--- config.mk ---
export PLATFORM = sky130hd
export DESIGN_NAME = fifo_read_ctrl
export DESIGN_NICKNAME = d
export VERILOG_FILES = /design/src/rtl/fifo_read_ctrl.sv
export SDC_FILE = /design/constraint.sdc
export NUM_CORES = 1
export LEC_CHECK = 0
export CORE_MARGIN = 2
export CORE_UTILIZATION = 44
export CTS_CLUSTER_SIZE = 25
export DETAILED_ROUTE_END_ITERATION = 16
export GPL_TIMING_DRIVEN = 0
export PLACE_DENSITY = 0.77
export SYNTH_ARGS = -nofsm -noshare
export SYNTH_HDL_FRONTEND = slang
export SYNTH_SLANG_ARGS = --single-unit
--- constraint.sdc ---
create_clock -name rclk -period 2.97 [get_ports rclk]
set_clock_uncertainty 0.05 [all_clocks]
set_input_delay 0.297 -clock rclk [delete_from_list [all_inputs] [get_ports rclk]]
set_output_delay 0.297 -clock rclk [all_outputs]
set_load 0.02 [all_outputs]
--- src/rtl/fifo_read_ctrl.sv ---
// Read-side controller of the async FIFO: write-pointer sync, empty flag, memory read, FWFT output stage.
// Optional read-domain occupancy count is built when FIFO_RD_COUNT_EN is defined.
module fifo_read_ctrl #(
    parameter int unsigned ptr_width  = 11,
    parameter int unsigned data_width = 32,
    parameter int unsigned depth      = 1024
) (
    input  logic                  rclk,
    input  logic                  rrst,
    input  logic [ptr_width-1:0]  wptr_gray,
    input  logic [data_width-1:0] mem_rdata,
    output logic                  ren,
    output logic [ptr_width-2:0]  raddr,
    output logic                  empty,
    output logic [ptr_width-1:0]  rptr_gray,
    output logic [data_width-1:0] dout,
    output logic                  dout_valid,
    input  logic                  dout_ready,
    output logic [ptr_width-1:0]  rd_count
);

    localparam int unsigned addr_width = $clog2(depth);

    logic [ptr_width-1:0] wq1;
    logic [ptr_width-1:0] wq2;
    logic [ptr_width-1:0] rbin;
    logic [ptr_width-1:0] rbin_next;
    logic [ptr_width-1:0] rgray_next;

    // Pop only when a word is available and the output slot is free or being drained.
    assign ren        = !empty && (!dout_valid || dout_ready);
    assign raddr      = rbin[addr_width-1:0];
    assign rbin_next  = rbin + ptr_width'(ren);
    assign rgray_next = rbin_next ^ (rbin_next >> 1);

    always_ff @(posedge rclk) begin
        if (rrst) begin
            wq1        <= '0;
            wq2        <= '0;
            rbin       <= '0;
            rptr_gray  <= '0;
            empty      <= 1'b1;
            dout       <= '0;
            dout_valid <= 1'b0;
        end else begin
            wq1       <= wptr_gray;
            wq2       <= wq1;
            rbin      <= rbin_next;
            rptr_gray <= rgray_next;
            // Compare against the post-pop pointer so the last word asserts empty at once.
            empty     <= (rgray_next == wq2);
            if (ren) begin
                dout       <= mem_rdata;
                dout_valid <= 1'b1;
            end else if (dout_ready) begin
                dout_valid <= 1'b0;
            end
        end
    end

`ifdef FIFO_RD_COUNT_EN
    logic [ptr_width-1:0] wbin_s;

    // Gray to binary: each binary bit is the XOR of all Gray bits at and above it.
    always_comb begin
        wbin_s = '0;
        for (int i = 0; i < int'(ptr_width); i++) begin
            wbin_s[i] = ^(wq2 >> i);
        end
    end

    always_ff @(posedge rclk) begin
        if (rrst) begin
            rd_count <= '0;
        end else begin
            rd_count <= wbin_s - rbin_next;
        end
    end
`else
    assign rd_count = '0;
`endif

endmodule

==> impl_metrics.yaml <==
logic_synthesis:
  synth_flop_cell: "dfxtp_1"
  ys_seq_area_share_pct: 49.34
  postSynth.asyncResetShare_pct: 0
  syn-mean-instance-area_um2: 8.776
  synth.cell_area_um2: 3124
  netlist_instances: 356
  postSynthRegisterBits: 77
  synth_cell_type_count: 41
  synth_edf_count: 0
  synth_warnings: 0
placed_design:
  io_buffers: 100
  placement.setup.worst_slack_ns: -0.5513
  post_placement_cell_area_um2: 4284
  detailed_place_hpwl_um: 5208
  globalplace.congestion: 0.8251
grt:
  first_global_vias: 2496
  grt.overflow.total: 0
  total_grt_usage_pct: 18.85
  grt_start_max_net_pins: 14
  grt_first_pass_wirelength_um: 11290
  antenna_found_initial: 0
floorplanning:
  start_util_pct: 45.73
  die_area_um2: 7791
  row_count: 30
  die-width_um: 88.27
  pin_count: 113
  die_h_um: 88.27
  core_region_area_um2: 6832
detailed_routing:
  detailedRoute.firstPassIterationCount: 4
  drt_wl_total_um: 6955
  dr.first_iter.drc_count: 98
  ant_nets: 0
  via_count: 2616
  drc_errors: 0
  vias_per_std_cell: 4.534
  post_drt_wl_per_cell_um: 12.05
pwr:
  power_leakage_nw: 1.756
  peakVddDrop_mv: 0.3450
  p_per_area_nw_per_um2: 573.4
critical_path:
  path_class: "in -> reg"
  critical_path.cell_chain: "clkdlybuf4s50_1 > nand2b_1 > nand2b_4 > inv_2 > buf_4 > ha_1 > clkbuf_4 > mux2_2 > a22oi_2 > xnor2_1 > o211ai_1 > nor4_2 > a41o_1"
  worst_path_max_delay_cell: "clkdlybuf4s50_1"
  worstPathArrival_ns: 3.05
  cpPeakStageDelay_ns: 0.38
  timing.critical_path.required_ns: 3.21
  setup.worst_path.start_class: "input pin"
  crit_path_max_fanout: 12
  timing.critical_path.to_type: "flop"
sta:
  unrepaired_setup_endpoints_after_global_routing: "false"
  final_slew_viol_count: 0
  post-route-min-period_ns: 2.809
  post-route-worst-setup-slack_ns: 0.1614
  peak_clock_frequency_supported_by_timing_ghz: 0.3560
  min_period_over_period_pct: 94.57
  setup_viol: 0
  finalHoldWorstSlack_ns: 0.2794
  timing_hold_violations_final: 0
clock_tree:
  h-tree-depth: 3
  clk-insertion-delay-late_ns: 0.35
  clock_sinks: 77
  cts.path.max_buffers: 2
  cts.repair_timing.setup_buffer_count: 0
  clock_tree.root_cell: "clkbuf_8"
  cts-buffers-inserted: 9
  postCtsHoldBufs: 0
  tritoncts: "built"
  clk_pin_slew_worst_paths_ns: 0.08
  cts-resized-gates: 4
cells_and_area:
  post_route_cell_area_um2: 4556
  number_of_diodes: 0
  nNetsFinal: 524
  syn2layout_area_growth_pct: 45.82
  drive_gt1_share_pct: 9.148
run:
  max_cap_viol_count: 0
worst_hold_path:
  worst_min_delay_path_class: "in -> reg"
outcome:
  status: "complete, no violations"
[synth_stat cells, drive strengths merged (2+ instances only)]
cell type / count / share of area, %
nor2: 28 / 3.4
dfxtp: 77 / 49
and2: 4 / 0.80
a21oi: 38 / 6.1
nor2b: 27 / 5.4
inv: 2 / 0.24
nand3: 2 / 0.32
and3: 2 / 0.40
clkbuf: 13 / 1.6
buf: 20 / 4.0
nand4: 4 / 1.0
o21ai: 4 / 0.64
nand2b: 7 / 1.4
ha: 2 / 0.80
nand2: 72 / 8.7
xor2: 10 / 2.8
xnor2: 24 / 7.2
[flip-flops by register name, summed over array words and instances, names as in the netlist]
name and cells:
wq1 11, empty 1, rbin 10, dout 32, wq2 11, dout_valid 1
rptr_gray 11
[through the flow]
stage	setup TNS, ns	total power [mW]	instances	utilization [%]
finish	0	2.612	577	66.69
global route	0	2.738	577	66.69
CTS	0	2.634	577	66.34
detailed placement	-1.854	1.694	562	62.71
global placement	-1.620	1.684	562	62.71
floorplan	0	1.465	366	-
[metal layers]
| metal | up-vias | global-route usage, % | part of all wire (%) | routed length (um) |
|---|---|---|---|---|
| li1 | 1358 | - | - | - |
| met1 | 1161 | 21.70 | 40 | 2803 |
| met2 | 91 | 29.67 | 47 | 3296 |
| met3 | 6 | 9.328 | 11 | 782 |
| met4 | 0 | 8.402 | 1.0 | 73 |
| met5 | - | 0 | 0 | 0 |
[placed cells by master (no fill, tap or decap), types with 2 or more instances in the layout]
master and instances:
nand4_1 3, ha_1 2, nand2_1 72, nand3_1 2, conb_1 11, bufinv_16 3
xnor2_2 2, and2_1 4, buf_2 4, and3_1 2, o21ai_0 3, nand2b_1 6
buf_4 13, xor2_1 9, buf_1 2, clkbuf_8 9, nor2_1 28, xnor2_1 22
dfxtp_1 77, a21oi_1 38, clkdlybuf4s50_1 100, clkbuf_1 13, nor2b_1 27
[cell families (layout without fill, tap and decap cells)]
kind of cell    Yosys count  in the layout  synth area share (%)
xor+xnor                 35             35                 10.77
compound gates           53             53                 9.933
buf+inv                  35            150                 5.847
other cells               1             11                0.1200
flops                    77             77                 49.34
mux                       1              1                0.3604
fa+ha+maj                 2              2                0.8008
simple gates            152            152                 22.83
[final timing paths]
kind / start / to / slack, ns / depth (start not counted)
setup / recovery: dout_ready / empty / 0.16 / 13
hold / removal: rrst / wq2[10] / 0.28 / 2
setup reg to reg: dout_valid / empty / 0.22 / 12
hold reg to reg: wq1[10] / wq2[10] / 0.39 / 1
[report_power, final]
part	leakage (nW)	internal, mW	switching, mW
registers	0.632	1.10	0.0318
clock network	0.116	0.558	0.379
logic	1.01	0.261	0.278
[final cells by class]
cell class                      count  area [um2]
Buffer                             32       177.7
Clock buffer                       10       127.6
Clock inverter                      6       111.4
Fill cell                         594        2276
Inverter                            2       7.507
Multi-Input combinational cell    254        1469
Sequential cell                    77        1541
Tap cell                           96       120.1
Timing Repair Buffer              100        1001
[critical path: cells and delay by family]
family / cells / cell delay [ns]
buffers and inverters: 4 / 0.84
and+or+nand+nor: 3 / 0.61
AOI/OAI and AO/OA: 3 / 0.57
muxes: 1 / 0.29
adders and majority gates: 1 / 0.25
xor gates and xnor gates: 1 / 0.18
No activity file was read; power rests on OpenSTA's default activity.
